==> src/rtl/fetch_pkg.sv <==
// Shared constants and types for the instruction fetch queue.
package fetch_pkg;

    localparam int          XLEN             = 32;
    localparam logic [31:0] NOP_INSTR        = 32'h0000_0013;
    localparam logic [31:0] RESET_PC_DEFAULT = 32'h0000_0000;

    typedef struct packed {
        logic [XLEN-1:0] instr;
        logic [XLEN-1:0] pc;
    } fetch_entry_t;

endpackage

==> src/rtl/fetch_fifo.sv <==
// Synchronous FIFO with flush; push into a full FIFO is accepted when a pop happens in the same cycle.
module fetch_fifo #(
    parameter  int WIDTH = 64,
    parameter  int DEPTH = 4,
    localparam int AW    = $clog2(DEPTH),
    localparam int CW    = AW + 1
) (
    input  logic             clk,
    input  logic             rst,
    input  logic             i_push,
    input  logic             i_pop,
    input  logic             i_flush,
    input  logic [WIDTH-1:0] i_data,
    output logic [WIDTH-1:0] o_data,
    output logic             o_full,
    output logic             o_empty,
    output logic [CW-1:0]    o_count
);

    logic [WIDTH-1:0] r_mem [DEPTH];
    logic [AW-1:0]    r_wptr;
    logic [AW-1:0]    r_rptr;
    logic [CW-1:0]    r_count;
    logic             w_doPush;
    logic             w_doPop;

    assign o_empty  = (r_count == '0);
    assign o_full   = (r_count == CW'(DEPTH));
    assign o_count  = r_count;
    assign o_data   = r_mem[r_rptr];
    assign w_doPop  = i_pop && !o_empty;
    assign w_doPush = i_push && (!o_full || w_doPop);

    always_ff @(posedge clk or posedge rst) begin
        if (rst) begin
            r_wptr  <= '0;
            r_rptr  <= '0;
            r_count <= '0;
        end else if (i_flush) begin
            r_wptr  <= '0;
            r_rptr  <= '0;
            r_count <= '0;
        end else begin
            if (w_doPush) r_wptr <= r_wptr + AW'(1);
            if (w_doPop)  r_rptr <= r_rptr + AW'(1);
            r_count <= r_count + CW'(w_doPush) - CW'(w_doPop);
        end
    end

    // Storage needs no reset: only entries counted by r_count are ever read as valid.
    always_ff @(posedge clk) begin
        if (w_doPush && !i_flush) r_mem[r_wptr] <= i_data;
    end

endmodule

==> src/rtl/fetch_queue.sv <==
// Fetch unit: owns the PC, issues credit-limited in-order imem requests and feeds decode from a small queue.
module fetch_queue
    import fetch_pkg::*;
#(
    parameter int                 D_WIDTH  = 32,
    parameter int                 A_WIDTH  = 32,
    parameter int                 DEPTH    = 4,
    parameter logic [A_WIDTH-1:0] RESET_PC = RESET_PC_DEFAULT[A_WIDTH-1:0]
) (
    input  logic               clk,
    input  logic               rst,
    output logic               imem_req_valid,
    input  logic               imem_req_ready,
    output logic [A_WIDTH-1:0] imem_addr,
    input  logic               imem_rsp_valid,
    input  logic [D_WIDTH-1:0] imem_rsp_data,
    output logic [D_WIDTH-1:0] InstrD,
    output logic [A_WIDTH-1:0] PCD,
    output logic [A_WIDTH-1:0] PCPlus4D,
    output logic               InstrValidD,
    input  logic               StallD,
    input  logic               Redirect,
    input  logic [A_WIDTH-1:0] RedirectTarget
);

    localparam int CW = $clog2(DEPTH) + 1;

    logic [A_WIDTH-1:0]         r_pc;
    logic [CW-1:0]              r_outstanding;
    logic [CW-1:0]              r_dropCnt;
    logic [CW-1:0]              w_outNext;
    logic [CW-1:0]              w_qCount;
    logic [CW-1:0]              w_tagCount;
    logic                       w_qEmpty;
    logic                       w_qFull;
    logic                       w_tagEmpty;
    logic                       w_tagFull;
    logic                       w_credit;
    logic                       w_reqFire;
    logic                       w_rspKeep;
    logic                       w_rspDrop;
    logic                       w_deq;
    logic [A_WIDTH-1:0]         w_tagPc;
    logic [D_WIDTH+A_WIDTH-1:0] w_head;
    logic [A_WIDTH-1:0]         w_headPc;
    logic                       w_unused;

    // Credit covers both queued and in-flight entries, so responses never need backpressure.
    assign w_credit       = ({1'b0, w_qCount} + {1'b0, r_outstanding}) < (CW+1)'(DEPTH);
    assign imem_req_valid = !rst && !Redirect && w_credit;
    assign imem_addr      = r_pc;
    assign w_reqFire      = imem_req_valid && imem_req_ready;
    assign w_rspKeep      = imem_rsp_valid && (r_dropCnt == '0);
    assign w_rspDrop      = imem_rsp_valid && (r_dropCnt != '0);
    assign w_outNext      = r_outstanding + CW'(w_reqFire) - CW'(imem_rsp_valid);
    assign w_deq          = InstrValidD && !StallD;

    always_ff @(posedge clk or posedge rst) begin
        if (rst) begin
            r_pc          <= RESET_PC;
            r_outstanding <= '0;
            r_dropCnt     <= '0;
        end else begin
            r_outstanding <= w_outNext;
            if (Redirect) begin
                r_pc      <= RedirectTarget;
                r_dropCnt <= w_outNext;
            end else begin
                if (w_reqFire) r_pc      <= r_pc + A_WIDTH'(4);
                if (w_rspDrop) r_dropCnt <= r_dropCnt - CW'(1);
            end
        end
    end

    // Tags are never flushed; stale ones drain one-for-one with dropped responses.
    fetch_fifo #(.WIDTH(A_WIDTH), .DEPTH(DEPTH)) u_tagFifo (
        .clk     (clk),
        .rst     (rst),
        .i_push  (w_reqFire),
        .i_pop   (imem_rsp_valid),
        .i_flush (1'b0),
        .i_data  (r_pc),
        .o_data  (w_tagPc),
        .o_full  (w_tagFull),
        .o_empty (w_tagEmpty),
        .o_count (w_tagCount)
    );

    fetch_fifo #(.WIDTH(D_WIDTH + A_WIDTH), .DEPTH(DEPTH)) u_instrQueue (
        .clk     (clk),
        .rst     (rst),
        .i_push  (w_rspKeep),
        .i_pop   (w_deq),
        .i_flush (Redirect),
        .i_data  ({imem_rsp_data, w_tagPc}),
        .o_data  (w_head),
        .o_full  (w_qFull),
        .o_empty (w_qEmpty),
        .o_count (w_qCount)
    );

    assign w_headPc    = w_head[A_WIDTH-1:0];
    assign InstrValidD = !w_qEmpty;
    assign InstrD      = InstrValidD ? w_head[D_WIDTH+A_WIDTH-1:A_WIDTH] : D_WIDTH'(NOP_INSTR);
    assign PCD         = InstrValidD ? w_headPc : '0;
    assign PCPlus4D    = InstrValidD ? w_headPc + A_WIDTH'(4) : '0;

    assign w_unused = ^{w_qFull, w_tagFull, w_tagEmpty, w_tagCount};

endmodule

==> config.mk <==
export PLATFORM = sky130hd
export DESIGN_NAME = fetch_queue
export DESIGN_NICKNAME = d
export VERILOG_FILES = /design/src/rtl/fetch_pkg.sv /design/src/rtl/fetch_fifo.sv /design/src/rtl/fetch_queue.sv
export SDC_FILE = /design/constraint.sdc
export NUM_CORES = 1
export LEC_CHECK = 0
export ABC_CLOCK_PERIOD_IN_PS = 9800
export BUFFER_PORTS_ARGS = -buffer_cell sky130_fd_sc_hd__buf_2
export CAP_MARGIN = 20
export CORE_ASPECT_RATIO = 0.6
export CORE_MARGIN = 3
export CORE_UTILIZATION = 60
export DETAILED_ROUTE_END_ITERATION = 7
export GPL_TIMING_DRIVEN = 0
export PLACE_DENSITY = 0.92
export SLEW_MARGIN = 15
export SYNTH_ARGS = -nofsm -noshare
export SYNTH_HDL_FRONTEND = slang
export SYNTH_SLANG_ARGS = --single-unit
==> constraint.sdc <==
create_clock -name clk -period 9.8 [get_ports clk]
set_clock_uncertainty 0.05 [all_clocks]
set_input_delay 2.45 -clock clk [delete_from_list [all_inputs] [get_ports clk]]
set_output_delay 2.45 -clock clk [all_outputs]
set_load 0.02 [all_outputs]
==> summary.json <==
{
  "ys_warn_count": {"value": 0},
  "number_of_cells_in_the_finished_layout_apart_from_fillers": {"value": 1715},
  "worst_ir_drop_vdd": {"value": 0.000149, "unit": "V"},
  "grt_pass1_vias": {"value": 11000},
  "drtIter0Drc": {"value": 1392},
  "cts_root_buffer": {"value": "sky130_fd_sc_hd__clkbuf_16"},
  "groute.usage.overall": {"value": 28.4, "unit": "%"},
  "power_per_standard_cell_area": {"value": 273, "unit": "nW/um^2"},
  "antenna_found_initial": {"value": 1},
  "finalCritPeriodShare": {"value": 63.1, "unit": "%"},
  "status": {"value": "finished clean"},
  "synth.area.mux_share": {"value": 12.9, "unit": "%"},
  "max_cap_viols": {"value": 0},
  "route.detailed.wl_per_inst": {"value": 26.1, "unit": "microns"},
  "clock_sink_count": {"value": 436},
  "number_of_filler_instances_in_the_final_layout": {"value": 1751},
  "tritoncts.num_buffers": {"value": 37},
  "synth_simple_gate_area_share": {"value": 7.94, "unit": "%"},
  "io_buffer_count": {"value": 199},
  "post_synth_fa_ha_maj_area_fraction": {"value": 1.71, "unit": "%"},
  "synth_seq_cells": {"value": 436},
  "detail-route-antenna-nets": {"value": 0},
  "regToRegStartpoint": {"value": "u_instrQueue.o_count[2]"},
  "timing_hold_violations_final": {"value": 0},
  "finalMaxSlewViolations": {"value": 0},
  "netlist_area": {"value": 18100, "unit": "sq um"},
  "drt_pre_antenna_iters": {"value": 8},
  "clk_transition_reported_paths": {"value": 70, "unit": "ps"},
  "post_cts.repair.setup_buffers": {"value": 0},
  "transition_at_the_pin_with_the_smallest_max_transition_slack": {"value": 943, "unit": "ps"},
  "seq_area_frac_synth": {"value": 70.9, "unit": "%"},
  "post_synth_inst_count": {"value": 1043},
  "cts-hold-fix-buffers": {"value": 0},
  "leakage": {"value": 7.43, "unit": "nW"},
  "worstSkewPairLatency": {"value": 550, "unit": "ps"},
  "setup.worst_path.end_class": {"value": "output port"},
  "syn_nets": {"value": 1136},
  "synth_async_sr_flop_share": {"value": 11.9, "unit": "%"},
  "min_path_cells": {"value": 1},
  "ys_dominant_reg_cell": {"value": "sky130_fd_sc_hd__edfxtp_1"},
  "max-slew-margin-rel": {"value": 37.2, "unit": "%"},
  "cp_slowest_cell": {"value": "sky130_fd_sc_hd__clkbuf_1"},
  "timing.rr.end": {"value": "r_dropCnt[2]"},
  "syn2layout_area_growth": {"value": 15.9, "unit": "%"},
  "wire_length_of_the_first_global_routing_pass": {"value": 68.4, "unit": "mm"},
  "timing.fmax": {"value": 0.162, "unit": "GHz"},
  "rsz0062_at_grt": {"value": "no"},
  "dpl-instance-area": {"value": 19800, "unit": "sq um"},
  "routability_congestion_estimate_from_global_placement": {"value": 0.915},
  "whs_endpoint": {"value": "r_outstanding[0]"},
  "postSynthAreaPerCell": {"value": 17.4, "unit": "sq um"},
  "drt_drc_violations_left": {"value": 0},
  "synth-xor-area-share": {"value": 1.11, "unit": "%"},
  "ctsHtreeMaxLevel": {"value": 2},
  "cts_buffer_depth": {"value": 3},
  "setup_viol": {"value": 0},
  "worst-endpoint-required": {"value": 7300, "unit": "ps"},
  "drt-vias-per-instance": {"value": 6.38},
  "synth_enable_flop_cells": {"value": 384},
  "insertedDiodeCount": {"value": 0},
  "die_area": {"value": 32400, "unit": "sq um"},
  "reg2reg_setup_slack": {"value": 6080, "unit": "ps"},
  "dieWidth": {"value": 230, "unit": "microns"},
  "setup-tns-final": {"value": 0, "unit": "ps"},
  "core_area": {"value": 29200, "unit": "sq um"},
  "fin_crit": {"value": 6180, "unit": "ps"},
  "detailed_place_hpwl": {"value": 29.1, "unit": "mm"},
  "path_max_fanout": {"value": 10},
  "fp.dieH": {"value": 141, "unit": "microns"},
  "cp_slowest_stage_delay": {"value": 640, "unit": "ps"},
  "io-pin-count": {"value": 200},
  "synth_top_family_by_area": {"value": "multiplexers"},
  "synth_cell_type_count": {"value": 50},
  "cpMostUsedCell": {"value": "sky130_fd_sc_hd__buf_2"},
  "dp.cells": {"value": 1649},
  "initial_standard_cell_utilization_of_the_core": {"value": 62.0, "unit": "%"},
  "hold_path.startpoint": {"value": "r_outstanding[0]"},
  "ff_latch_area": {"value": 12800, "unit": "sq um"},
  "placementRows": {"value": 48},
  "largest_net_degree_at_the_start_of_global_routing": {"value": 46},
  "synth_compound_gate_area_share": {"value": 3.37, "unit": "%"},
  "arrival_time_at_the_worst_endpoint": {"value": 3680, "unit": "ps"},
  "drt-total-wl": {"value": 44.7, "unit": "mm"},
  "worstPathCellList": {"value": "buf_2 > buf_2 > clkbuf_1 > clkbuf_1 > mux4_2 > and2_1 > buf_4 > buf_2"},
  "critical-path-top-delay-family": {"value": "buffers and inverters"},
  "globalRoute.totalOverflow": {"value": 0},
  "critical_path_class": {"value": "flip-flop to output port"},
  "area_occupied_by_multi_input_gates": {"value": 4930, "unit": "sq um"},
  "holdWs": {"value": 495, "unit": "ps"},
  "start_kind": {"value": "flip-flop"},
  "worst_r2r_path_depth": {"value": 13},
  "tritoncts_clock_tree": {"value": "built"},
  "postCtsResizedCells": {"value": 0},
  "hold_class": {"value": "flip-flop to flip-flop"},
  "detailroute.via_count": {"value": 10900},
  "drive_above_1_share": {"value": 29.9, "unit": "%"},
  "final_cell_area": {"value": 21000, "unit": "sq um"},
  "crit_buf_inv": {"value": 6},
  "design.final.nets": {"value": 1381}
}
[flip-flops by register name (all words and copies together), names as in the netlist, 3 cells and up]
| register | cells |
|---|---|
| u_tagFifo.o_count | 3 |
| r_dropCnt | 3 |
| r_outstanding | 3 |
| u_instrQueue.o_count | 3 |
| imem_addr | 32 |
| u_instrQueue.r_mem | 256 |
| u_tagFifo.r_mem | 128 |
[cells by family after synthesis]
kind of cell,after synthesis
XOR/XNOR,23
flip-flops,436
buffers and inverters,86
adder cells (fa/ha/maj),23
AND/OR/NAND/NOR,273
multiplexers,109
AO/OA/AOI/OAI,93
[where the power goes]
| part | internal [W] | switching (W) |
|---|---|---|
| Clock | 0.000797 | 0.000654 |
| Sequential | 0.00224 | 0.000114 |
| Combinational | 0.000725 | 0.00120 |
| Total | 0.00376 | 0.00197 |
[metrics by stage]
stage               setup WS (ps)  power (W)  utilization [%]
finish                       3620    0.00573             71.9
global route                 3460    0.00598             71.9
CTS                          3600    0.00574             71.8
detailed placement           4110    0.00427             67.8
global placement             3130    0.00420             67.1
floorplan                    4320    0.00363                -
[synthesized netlist by cell type (5+ instances only)]
master	number	area share, %
sky130_fd_sc_hd__nand2_1	60	1.2
sky130_fd_sc_hd__o21ai_0	30	0.83
sky130_fd_sc_hd__edfxtp_1	384	64
sky130_fd_sc_hd__buf_1	5	0.10
sky130_fd_sc_hd__nor3_1	13	0.36
sky130_fd_sc_hd__xor2_1	8	0.39
sky130_fd_sc_hd__nor4_1	10	0.35
sky130_fd_sc_hd__mux4_1	7	1.0
sky130_fd_sc_hd__mux2_2	12	0.75
sky130_fd_sc_hd__xnor2_1	15	0.73
sky130_fd_sc_hd__a21oi_1	16	0.44
sky130_fd_sc_hd__nand3_1	23	0.64
sky130_fd_sc_hd__and3_1	16	0.55
sky130_fd_sc_hd__nor2_1	48	1.0
sky130_fd_sc_hd__clkbuf_1	33	0.68
sky130_fd_sc_hd__inv_1	31	0.64
sky130_fd_sc_hd__o211ai_1	5	0.21
sky130_fd_sc_hd__a31oi_1	8	0.28
sky130_fd_sc_hd__buf_2	9	0.25
sky130_fd_sc_hd__and2_1	66	2.3
sky130_fd_sc_hd__or3_1	5	0.17
sky130_fd_sc_hd__dfrtp_1	52	7.2
sky130_fd_sc_hd__nand4_1	12	0.41
sky130_fd_sc_hd__o311ai_0	14	0.68
sky130_fd_sc_hd__mux4_2	89	11
sky130_fd_sc_hd__ha_1	20	1.4
[layout make-up]
| cell class | instances | area share (%) |
|---|---|---|
| Buffer | 53 | 1.20 |
| Clock buffer | 46 | 4.87 |
| Clock inverter | 20 | 0.734 |
| Inverter | 33 | 0.590 |
| Multi-Input combinational cell | 521 | 23.5 |
| Sequential cell | 436 | 61.2 |
| Tap cell | 400 | 2.39 |
| Timing Repair Buffer | 206 | 5.56 |
[cell usage in the layout (no fill, tap or decap), types with 14 or more instances in the layout]
cell type	instances
sky130_fd_sc_hd__edfxtp_1	384
sky130_fd_sc_hd__buf_2	208
sky130_fd_sc_hd__mux4_2	89
sky130_fd_sc_hd__and2_1	62
sky130_fd_sc_hd__nand2_1	60
sky130_fd_sc_hd__dfrtp_1	52
sky130_fd_sc_hd__nor2_1	48
sky130_fd_sc_hd__clkbuf_16	39
sky130_fd_sc_hd__clkbuf_1	38
sky130_fd_sc_hd__inv_1	30
sky130_fd_sc_hd__o21ai_0	30
sky130_fd_sc_hd__nand3_1	23
sky130_fd_sc_hd__ha_1	20
sky130_fd_sc_hd__a21oi_1	16
sky130_fd_sc_hd__xnor2_1	15
sky130_fd_sc_hd__o311ai_0	14
[how the worst max path moves through the flow]
stage	from	end	slack [ps]	cells past startpoint
floorplan	Redirect	imem_req_valid	4320	2
CTS	u_instrQueue.r_rptr[1]	PCPlus4D[0]	3600	8
global placement	imem_rsp_valid	u_instrQueue.r_mem[1][25]	3130	4
detailed placement	Redirect	imem_req_valid	4110	4
global route	u_instrQueue.r_rptr[1]	PCPlus4D[1]	3460	8
finish	u_instrQueue.r_rptr[1]	PCPlus4D[0]	3620	8
[worst register-to-register path: stages (launching register included)]
cell and delay (ps):
sky130_fd_sc_hd__dfrtp_1 450, sky130_fd_sc_hd__ha_1 310, sky130_fd_sc_hd__nor4_1 290, sky130_fd_sc_hd__and4_1 240
sky130_fd_sc_hd__clkbuf_1 270, sky130_fd_sc_hd__clkinv_1 290, sky130_fd_sc_hd__clkbuf_1 370, sky130_fd_sc_hd__ha_1 390
sky130_fd_sc_hd__inv_1 40, sky130_fd_sc_hd__ha_1 190, sky130_fd_sc_hd__fa_1 390, sky130_fd_sc_hd__xnor2_1 210
sky130_fd_sc_hd__nand2_1 70, sky130_fd_sc_hd__o21ai_0 90
[routing by layer]
metal | share of wire, % | global-route usage (%) | vias to the layer above
met3 | 11 | 6.75 | 92
met5 | 0.029 | 0 | -
met2 | 46 | 43.4 | 754
met1 | 40 | 41.8 | 5487
li1 | - | - | 4601
met4 | 2.4 | 8.26 | 2
Note: power is estimated with default switching activity, not from simulation.
